--- src/rtl/hazard_stall_unit.sv ---
// Stall/flush control beside ID: load-use, ID-branch operand and HI/LO busy hazards.
// Latency: outputs combinational from inputs and state; md_cnt and stall_cycles registered.
// Backpressure: a stall freezes PC and IF/ID and bubbles ID/EX; it overrides branch/jump flush.
module hazard_stall_unit #(
  parameter int MD_LATENCY = 32,
  parameter int CNT_W      = 6,
  parameter int PERF_W     = 32
) (
  input  logic              clk,
  input  logic              reset,
  input  logic [4:0]        ID_rs,
  input  logic [4:0]        ID_rt,
  input  logic              ID_uses_rt,
  input  logic              ID_Branch,
  input  logic              ID_HiLo_read,
  input  logic              ID_MD_op,
  input  logic              Branch_taken_ID,
  input  logic              Jump_ID,
  input  logic              ID_EX_MemRead,
  input  logic              ID_EX_RegWrite,
  input  logic [4:0]        ID_EX_Write_register,
  input  logic              EX_MEM_MemRead,
  input  logic [4:0]        EX_MEM_Write_register,
  input  logic              EX_MD_start,
  output logic              PC_Write,
  output logic              IF_ID_Write,
  output logic              IF_ID_Flush,
  output logic              ID_EX_Flush,
  output logic              MD_busy,
  output logic [PERF_W-1:0] stall_cycles
);

  localparam logic [CNT_W-1:0]  MD_LOAD  = CNT_W'(MD_LATENCY);
  localparam logic [CNT_W-1:0]  CNT_ONE  = CNT_W'(1);
  localparam logic [PERF_W-1:0] PERF_ONE = PERF_W'(1);

  logic [CNT_W-1:0] md_cnt;
  logic ex_rs_hit, ex_rt_hit, mem_rs_hit, mem_rt_hit;
  logic load_use, br_alu, br_load, md_haz, stall;

  // $0 is hardwired, so a zero destination never creates a dependency
  assign ex_rs_hit  = (ID_EX_Write_register != 5'd0)  && (ID_EX_Write_register == ID_rs);
  assign ex_rt_hit  = (ID_EX_Write_register != 5'd0)  && (ID_EX_Write_register == ID_rt);
  assign mem_rs_hit = (EX_MEM_Write_register != 5'd0) && (EX_MEM_Write_register == ID_rs);
  assign mem_rt_hit = (EX_MEM_Write_register != 5'd0) && (EX_MEM_Write_register == ID_rt);

  // MD_busy is masked during reset so the front end is never held while reset is high
  assign MD_busy  = (md_cnt != '0) && !reset;

  assign load_use = ID_EX_MemRead && (ex_rs_hit || (ex_rt_hit && ID_uses_rt));
  assign br_alu   = ID_Branch && ID_EX_RegWrite && (ex_rs_hit || ex_rt_hit);
  assign br_load  = ID_Branch && EX_MEM_MemRead && (mem_rs_hit || mem_rt_hit);
  assign md_haz   = (ID_HiLo_read || ID_MD_op) && MD_busy;
  assign stall    = !reset && (load_use || br_alu || br_load || md_haz);

  always_comb begin
    PC_Write    = 1'b1;
    IF_ID_Write = 1'b1;
    IF_ID_Flush = 1'b0;
    ID_EX_Flush = 1'b0;
    if (reset) begin
      IF_ID_Flush = 1'b0;
    end else if (stall) begin
      // branch outcome is meaningless while its operands are still in flight
      PC_Write    = 1'b0;
      IF_ID_Write = 1'b0;
      ID_EX_Flush = 1'b1;
    end else begin
      IF_ID_Flush = Branch_taken_ID || Jump_ID;
    end
  end

  // start wins over decrement, even on the last busy cycle
  always_ff @(posedge clk) begin
    if (reset) begin
      md_cnt <= '0;
    end else if (EX_MD_start) begin
      md_cnt <= MD_LOAD;
    end else if (md_cnt != '0) begin
      md_cnt <= md_cnt - CNT_ONE;
    end
  end

  always_ff @(posedge clk) begin
    if (reset) begin
      stall_cycles <= '0;
    end else if (stall && !(&stall_cycles)) begin
      stall_cycles <= stall_cycles + PERF_ONE;
    end
  end

endmodule

--- config.mk ---
export PLATFORM = sky130hd
export DESIGN_NAME = hazard_stall_unit
export DESIGN_NICKNAME = d
export VERILOG_FILES = /design/src/rtl/hazard_stall_unit.sv
export SDC_FILE = /design/constraint.sdc
export NUM_CORES = 1
export LEC_CHECK = 0
export CAP_MARGIN = 20
export CORE_ASPECT_RATIO = 0.5
export CORE_MARGIN = 2
export CORE_UTILIZATION = 51
export DETAILED_ROUTE_END_ITERATION = 8
export GPL_ROUTABILITY_DRIVEN = 1
export PLACE_DENSITY_LB_ADDON = 0.1
export RECOVER_POWER = 100
export SYNTH_ARGS = -nofsm -noshare
export SYNTH_HDL_FRONTEND = slang
export SYNTH_SLANG_ARGS = --single-unit
--- constraint.sdc ---
create_clock -name clk -period 3.73 [get_ports clk]
set_input_delay 0.9325 -clock clk [delete_from_list [all_inputs] [get_ports clk]]
set_output_delay 0.9325 -clock clk [all_outputs]
set_load 0.05 [all_outputs]
==> results of run 1 <==
==> through the flow <==
stage	cells	total power [mW]	utilization	instance area (sq um)
6_report	420	1.21	0.765	3380
5_1_grt	420	1.26	0.765	3380
4_1_cts	419	1.21	0.750	3320
3_5_place_dp	411	0.791	0.719	3180
3_3_place_gp	411	0.776	0.719	3180
2_1_floorplan	287	0.656	-	2370
==> power by group through the flow <==
stage | logic (mW) | registers [mW] | clock network, mW
6_report | 0.351 | 0.439 | 0.418
5_1_grt | 0.378 | 0.441 | 0.444
4_1_cts | 0.346 | 0.439 | 0.424
3_5_place_dp | 0.342 | 0.448 | 0
3_3_place_gp | 0.329 | 0.447 | 0
2_1_floorplan | 0.198 | 0.458 | 0
==> layout make-up <==
cell class,instances,area (sq um)
inverters,7,26.3
well taps,57,71.3
clock buffers,5,68.8
multi-input cells,226,1540
clock inverters,3,68.8
fillers,338,1040
repair buffers,84,850
flip-flops and latches,38,761
==> cell usage in the layout, fill, tap and decap left out, drive strengths merged, types with 2 or more instances in the layout <==
| cell type | Yosys | routed |
|---|---|---|
| a21oi | 22 | 22 |
| a22oi | 2 | 2 |
| and2 | 5 | 5 |
| and3 | 10 | 10 |
| and4 | 3 | 3 |
| buf | 8 | 20 |
| bufinv | 0 | 2 |
| clkbuf | 8 | 6 |
| clkdlybuf4s50 | 0 | 22 |
| dfxtp | 38 | 38 |
| dlygate4sd3 | 0 | 33 |
| dlymetal6s2s | 0 | 8 |
| ha | 2 | 2 |
| inv | 7 | 7 |
| mux2 | 9 | 9 |
| nand2 | 15 | 15 |
| nand3 | 14 | 14 |
| nand4 | 9 | 9 |
| nor2 | 29 | 29 |
| nor2b | 8 | 8 |
| nor3 | 9 | 9 |
| nor4 | 5 | 5 |
| nor4b | 3 | 3 |
| o211ai | 2 | 2 |
| o21ai | 11 | 11 |
| o311ai | 3 | 3 |
| o31ai | 10 | 10 |
| o41ai | 3 | 3 |
| or2 | 3 | 3 |
| or3 | 9 | 9 |
| or4 | 12 | 12 |
| xnor2 | 3 | 3 |
| xor2 | 21 | 21 |
==> repair_timing <==
item / CTS / global route
hold buffers: 0 / 0
setup endpoints to repair: 2 / 4
resized for setup: 0 / 18
pin swaps: 3 / 7
buffers inserted: 0 / 2
cloned: 0 / 0
==> registers in the layout (all words and copies together), names as in the netlist <==
signal and flops:
stall_cycles 32, md_cnt 6
==> worst reg2reg max path: cells and delay by family (launching register included) <==
kind | cells | cell delay [ns]
buf+inv | 3 | 0.57
simple gates | 5 | 1.40
flops | 1 | 0.32
compound gates | 1 | 0.06
fa+ha+maj | 1 | 0.21
==> cell families (layout without fill, tap and decap cells) <==
kind of cell | Yosys count | after routing | synth area share
AND/OR/NAND/NOR | 134 | 134 | 0.329
buffers and inverters | 23 | 99 | 0.0447
XOR/XNOR | 24 | 24 | 0.0895
multiplexers | 10 | 10 | 0.0474
adder cells (fa/ha/maj) | 2 | 2 | 0.0106
flip-flops | 38 | 38 | 0.324
AO/OA/AOI/OAI | 56 | 56 | 0.155
==> how the worst min path moves through the flow <==
stage                    from        end
finish              md_cnt[3]  md_cnt[3]
global route        md_cnt[3]  md_cnt[3]
CTS                 md_cnt[3]  md_cnt[3]
detailed placement  md_cnt[3]  md_cnt[3]
global placement    md_cnt[3]  md_cnt[3]
floorplan           md_cnt[3]  md_cnt[3]
==> layer usage <==
layer | up-vias | routed length (um) | global-route usage | part of all wire
met5 | - | 0 | 0 | 0
met4 | 0 | 82 | 0.0822 | 0.013
met3 | 11 | 419 | 0.0524 | 0.065
met2 | 85 | 3060 | 0.452 | 0.47
met1 | 1179 | 2910 | 0.313 | 0.45
li1 | 1207 | - | - | -
==> impl_metrics.yaml, run 1 <==
cts:
  clkTransAtPathRegs_ns: 0.08
  tritoncts: "done"
  cts_root_buf: "clkbuf_8"
  clockBufferDepth: 2
  clock_latency_ns: 0.29
  cts.sinks: 38
  cts.htree.levels: 2
  numCtsBuffers: 5
yosys:
  synthTopCellsByArea: "dfxtp_1 (32%), xor2_1 (7.8%), a21oi_1 (4.7%)"
  synthFlopType: "dfxtp_1"
  async_flop_share: 0
  synth_top_area_cell: "dfxtp_1"
  synth_top_cells_by_count: "dfxtp_1 (38), nor2_1 (28), a21oi_1 (22)"
  yosysMostFrequentCell: "dfxtp_1"
  synth_area_per_cell_sq_um: 8.19
  netlist_area_sq_um: 2350
  synth_top_area_share: 0.324
  synth_cells: 287
  ys_types: 41
  ys_seq_elements: 38
  ys_seq_area_frac: 0.324
  syn_nets: 321
  yosysWarnings: 0
  synth_edf_count: 0
global_route:
  grt_pass1_vias: 2396
  gr-total-overflow: 0
  gr-usage-all-layers: 0.254
  grt_antenna_before_repair: 0
  grt_pass1_wl_um: 10500
  grt_max_degree: 26
critical_path:
  cp-startpoint: "ID_EX_Write_register[3]"
  cp.depth: 7
  critical-path-slowest-cell: "or4_4"
  rrSetupSlack_ns: 1.03
  cp_top_family: "buffers and inverters"
  path_cells: "clkdlybuf4s50_1 -> or4_4 -> nor2_4 -> o32ai_4 -> o21ai_2 -> inv_2 -> buf_12"
  r2r_cells: 10
  regToRegEndpoint: "stall_cycles[30]"
  slowest_delay_ns: 0.52
  worstPathArrival_ns: 2.72
  start_kind: "primary input"
  cp-endpoint: "ID_EX_Flush"
  r2r-start: "md_cnt[0]"
  required_ns: 2.80
  critPathKind: "in2out"
  path_buf_inv: 3
  path_max_fanout: 3
  end_kind: "output port"
timing:
  grt_setup_unrepaired: "yes"
  hold_viol: 0
  slew_headroom: 0.354
  post-route-period-util: 0.978
  maxSlewViolCount: 0
  fmax_mhz: 274
  setup_ws_ns: 0.0813
  setup_violations: 0
  hold_ws_ns: 0.473
  fin_setup_tns_ns: 0
  skew_ns: 0.00667
  worstMarginPinSlew_ns: 0.969
  fin_crit_ns: 3.65
hold_path:
  hp-class: "reg2reg"
  hold_depth: 2
pwr:
  pwr-share-seq: 0.363
  pwr-share-clk: 0.346
  swShare: 0.307
  switchingPower_mw: 0.371
  p_int_mw: 0.837
  power_density_nw_per_um2: 357
  ir_drop_mv: 0.258
  power_frac_comb: 0.290
  power.leakage_nw: 1.38
placement:
  gp_congestion: 0.832
  dpl.hpwl_um: 4750
  place_ws_ns: -0.0322
  port_buffers: 68
floorplan:
  die_height_um: 52.0
  start_util: 0.531
  num_rows: 17
  fp.dieW_um: 100
  ios: 69
  dieArea_sq_um: 5200
  coreArea_sq_um: 4420
cells_and_area:
  antenna_cells_inserted: 0
  layout-drive-gt1-share: 0.146
  synthToLayoutAreaGrowth_pct: 44.0
  nets: 396
routing:
  wl_per_cell_um: 15.4
  drc: 0
  drt-initial-drc-count: 123
  via_per_inst: 5.91
  drt_first_pass_iters: 4
  postRouteAntennaNets: 0
  via_count: 2482
  wirelength_um: 6470
flow_run:
  drv_cap: 0
status:
  status: "finished clean"
No activity file was read; power rests on OpenSTA's default activity.
==> inputs of run 2 (changes only) <==
Settings changed: PLACE_DENSITY from default to 0.85, PLACE_DENSITY_LB_ADDON 0.1 to default, RECOVER_POWER 100 to default.
==> run 2 against run 1 <==
Effect of this change: global-route usage shrank 0.13 points; clock skew decreased by 0.0048 ns; register-to-register slack better by 0.02 ns; sequential share of layout area rose by 0.40 points; sequential cell count unchanged; setup slack lost 0.066 ns; worst hold slack better by 0.024 ns; clock power is 32% lower.
==> impl_metrics.yaml, run 2 (synthesis results as in run 1) <==
critical_path:
  required_ns: 2.80
  end_kind: "output port"
  cp-endpoint: "IF_ID_Flush"
  rrSetupSlack_ns: 1.05
  regToRegEndpoint: "stall_cycles[5]"
  path_max_fanout: 3
  worstPathArrival_ns: 2.78
  r2r-start: "md_cnt[1]"
  start_kind: "primary input"
  cp-startpoint: "ID_rs[3]"
  critPathKind: "in2out"
  r2r_cells: 10
global_route:
  grt_pass1_vias: 2335
  grt_antenna_before_repair: 0
  grt_max_degree: 46
  gr-usage-all-layers: 0.252
  gr-total-overflow: 0
  grt_pass1_wl_um: 10500
timing:
  post-route-period-util: 0.996
  maxSlewViolCount: 0
  hold_ws_ns: 0.498
  fmax_mhz: 269
  worstMarginPinSlew_ns: 0.606
  slew_headroom: 0.593
  setup_violations: 0
  hold_viol: 0
  skew_ns: 0.00192
  fin_crit_ns: 3.71
  fin_setup_tns_ns: 0
  setup_ws_ns: 0.0154
pwr:
  power.leakage_nw: 1.32
  power_density_nw_per_um2: 321
  ir_drop_mv: 0.266
  totalPowerFinal_mw: 1.07
cells_and_area:
  largest-register: "stall_cycles"
  stdcell_count: 413
  largest_reg_flops: 32
  fin_area_sq_um: 3330
  nets: 391
  synthToLayoutAreaGrowth_pct: 41.5
  layout_common_cells: "clkdlybuf4s50_1 (43), dfxtp_1 (38), nor2_1 (27)"
  fin_util: 0.752
  top_regs: "stall_cycles (32), md_cnt (6)"
  antenna_cells_inserted: 0
  layout_commonest_cell: "clkdlybuf4s50_1"
  layout-drive-gt1-share: 0.143
routing:
  postRouteAntennaNets: 0
  drt-met1-wl_um: 2900
  route.met3.wl_um: 341
  drt_first_pass_iters: 4
  via_per_inst: 5.91
  drt-initial-drc-count: 119
  drc: 0
  top_layer: "met4"
  via_count: 2439
  dr_wl_met2_um: 3080
  wirelength_um: 6480
  wl_per_cell_um: 15.7
cts:
  cts.htree.levels: 2
  numCtsBuffers: 5
  cts_root_buf: "clkbuf_8"
  clock_latency_ns: 0.29
  clockBufferDepth: 2
  cts_hold_buf: 0
  cts.sinks: 38
  clkTransAtPathRegs_ns: 0.07
  tritoncts: "done"
placement:
  dpl.hpwl_um: 4590
  placed_cell_area_sq_um: 3140
  place_ws_ns: -0.110
  dp.cells: 404
  gp_congestion: 0.878
  port_buffers: 68
floorplan:
  dieArea_sq_um: 5200
  start_util: 0.531
  die_height_um: 52.0
  num_rows: 17
  ios: 69
  fp.dieW_um: 100
  coreArea_sq_um: 4420
hold_path:
  hp-class: "reg2reg"
  hold_depth: 2
flow_run:
  drv_cap: 0
status:
  status: "finished clean"
[run 2: changes by cell type in the layout (fill, tap and decap cells not counted), moves of 2 or more]
cell and delta:
clkdlybuf4s50_1 +21, bufinv_16 -2, dlymetal6s2s_1 +9, buf_4 -6, clkbuf_2 +3, dlygate4sd3_1 -33
[run 2: repair_timing]
action	in CTS	in global routing
setup endpoints to repair	4	4
resized for setup	7	31
pin swaps	4	10
hold endpoints to repair	0	0
buffers inserted	2	1
[run 2: how the worst min path moves through the flow]
stage | to | slack [ns] | start
detailed placement | stall_cycles[22] | 0.48 | stall_cycles[22]
floorplan | md_cnt[3] | 0.44 | md_cnt[3]
global placement | md_cnt[3] | 0.45 | md_cnt[3]
finish | stall_cycles[22] | 0.50 | stall_cycles[22]
CTS | stall_cycles[22] | 0.49 | stall_cycles[22]
global route | md_cnt[3] | 0.52 | md_cnt[3]
[run 2: layout make-up]
class / instances / area [sq um]
Fill cell: 314 / 1100
Multi-Input combinational cell: 226 / 1550
Timing Repair Buffer: 79 / 840
Tap cell: 57 / 71.3
Inverter: 7 / 26.3
Clock buffer: 6 / 82.6
Sequential cell: 38 / 761
[run 2: worst max-delay path, cell delays in order]
cell,delay (ns)
clkdlybuf4s50_1,0.51
xor2_1,0.17
nor2_1,0.10
a22oi_2,0.24
o32ai_4,0.16
buf_6,0.15
nor4_4,0.33
buf_12,0.18
[run 2: layer usage]
metal | vias up | GRT usage
li1 | 1199 | -
met1 | 1138 | 0.309
met2 | 84 | 0.452
met3 | 18 | 0.0363
met4 | 0 | 0.110
met5 | - | 0
[run 2: report_power, final]
group | internal (mW) | switching [mW]
clock network | 0.143 | 0.142
logic | 0.140 | 0.203
registers | 0.423 | 0.0173
==> inputs of run 3 (changes only) <==
Settings changed: CORE_MARGIN 2 to 10.
==> run 3 against run 2 <==
Effect of this change: critical path depth fell by 1; count of clock-buffer cells in the layout down 1; largest power group unchanged; sequential power about the same; worst hold slack lost 0.020 ns; core utilization is 0.51 points lower; final cell count is 0.73% higher; design area fell by 0.68%; highest routed layer unchanged; clock power rose by 23%.
==> impl_metrics.yaml, run 3 (synthesis results as in run 1) <==
cts:
  cts.sinks: 38
  tritoncts: "done"
  numCtsBuffers: 5
  clkTransAtPathRegs_ns: 0.08
  cts_root_buf: "clkbuf_8"
  cts.htree.levels: 2
  cts_hold_buf: 0
  postCtsSetupBuffers: 0
  clock_latency_ns: 0.29
  clockBufferDepth: 2
timing:
  slew_headroom: 0.440
  fmax_mhz: 270
  fin_crit_ns: 3.70
  setup_violations: 0
  hold_ws_ns: 0.478
  hold_viol: 0
  grt_setup_unrepaired: "no"
  skew_ns: 0.00642
  post-route-period-util: 0.993
  setup_ws_ns: 0.0267
  maxSlewViolCount: 0
  worstMarginPinSlew_ns: 0.839
routing:
  wirelength_um: 7100
  drc: 0
  postRouteAntennaNets: 0
  drt-initial-drc-count: 254
  via_count: 2478
  via_per_inst: 5.96
  wl_per_cell_um: 17.1
  drt_first_pass_iters: 4
floorplan:
  num_rows: 17
  die_height_um: 68.0
  ios: 69
  start_util: 0.531
  dieArea_sq_um: 7890
  fp.dieW_um: 116
  coreArea_sq_um: 4420
cells_and_area:
  largest-register: "stall_cycles"
  layout_common_cells: "clkdlybuf4s50_1 (56), dfxtp_1 (38), nor2_1 (27)"
  nets: 392
  layout-drive-gt1-share: 0.131
  synthToLayoutAreaGrowth_pct: 40.6
  largest_reg_flops: 32
  fillers: 319
  top_regs: "stall_cycles (32), md_cnt (6)"
  layout_commonest_cell: "clkdlybuf4s50_1"
  fin_area_sq_um: 3300
  antenna_cells_inserted: 0
pwr:
  totalPowerFinal_mw: 1.14
  power.leakage_nw: 1.22
  power_density_nw_per_um2: 344
  ir_drop_mv: 0.213
hold_path:
  hold_path_end: "md_cnt[3]"
  hold_depth: 2
  hp-class: "reg2reg"
  hp-start: "md_cnt[3]"
critical_path:
  required_ns: 2.80
  regToRegEndpoint: "stall_cycles[12]"
  rrSetupSlack_ns: 0.94
  critPathKind: "in2out"
  path_max_fanout: 3
  r2r_cells: 7
  r2r-start: "stall_cycles[0]"
  worstPathArrival_ns: 2.77
  end_kind: "output port"
  start_kind: "primary input"
placement:
  port_buffers: 68
  dpl.hpwl_um: 5330
  place_ws_ns: -0.0675
  placed_cell_area_sq_um: 3160
  gp_congestion: 0.872
global_route:
  gr-total-overflow: 0
  grt_pass1_vias: 2375
  grt_antenna_before_repair: 0
  grt_max_degree: 30
  grt_pass1_wl_um: 11400
  gr-usage-all-layers: 0.179
flow_run:
  drv_cap: 0
status:
  status: "finished clean"
run 3: stage by stage:
step / utilization / TNS (ns) / cells
3_3_place_gp: 0.714 / 0 / 408
2_1_floorplan: - / 0 / 287
4_1_cts: 0.738 / 0 / 416
3_5_place_dp: 0.714 / -0.181 / 408
5_1_grt: 0.747 / 0 / 416
6_report: 0.747 / 0 / 416
run 3: worst max path at each step:
stage | from | end | slack [ns] | depth (start not counted)
2_1_floorplan | EX_MEM_Write_register[1] | ID_EX_Flush | 0.02 | 5
3_3_place_gp | EX_MEM_Write_register[1] | IF_ID_Flush | 0.01 | 6
3_5_place_dp | EX_MEM_Write_register[1] | ID_EX_Flush | -0.07 | 7
4_1_cts | ID_EX_Write_register[4] | ID_EX_Flush | 0.006 | 8
5_1_grt | ID_Branch | ID_EX_Flush | 0.008 | 8
6_report | ID_EX_Write_register[1] | ID_EX_Flush | 0.03 | 7
run 3: area by class of cell:
type,instances,area [sq um],area share
clock inverters,3,40.0,0.0121
well taps,57,71.3,0.0216
repair buffers,80,813,0.246
flip-flops and latches,38,761,0.230
clock buffers,5,68.8,0.0208
multi-input cells,226,1520,0.461
inverters,7,26.3,0.00795
run 3: layer usage:
layer,global-route usage,part of all wire
met4,0.0635,0.014
met5,0,0
met2,0.317,0.47
met3,0.0497,0.076
met1,0.206,0.44
run 3: timing repair:
item / in CTS / in global routing
pin swaps: 0 / 6
gates resized for setup: 2 / 12
endpoints found under the setup margin: 4 / 4
run 3: critical path: stages:
cell and delay [ns]:
clkdlybuf4s50_1 0.48, or4_1 0.57, nor2_2 0.16, o32ai_4 0.14, o21ai_4 0.25, inv_2 0.08
buf_12 0.15
run 3: power by group:
group / internal [mW] / switching, mW
logic: 0.140 / 0.205
clock network: 0.197 / 0.153
registers: 0.422 / 0.0180
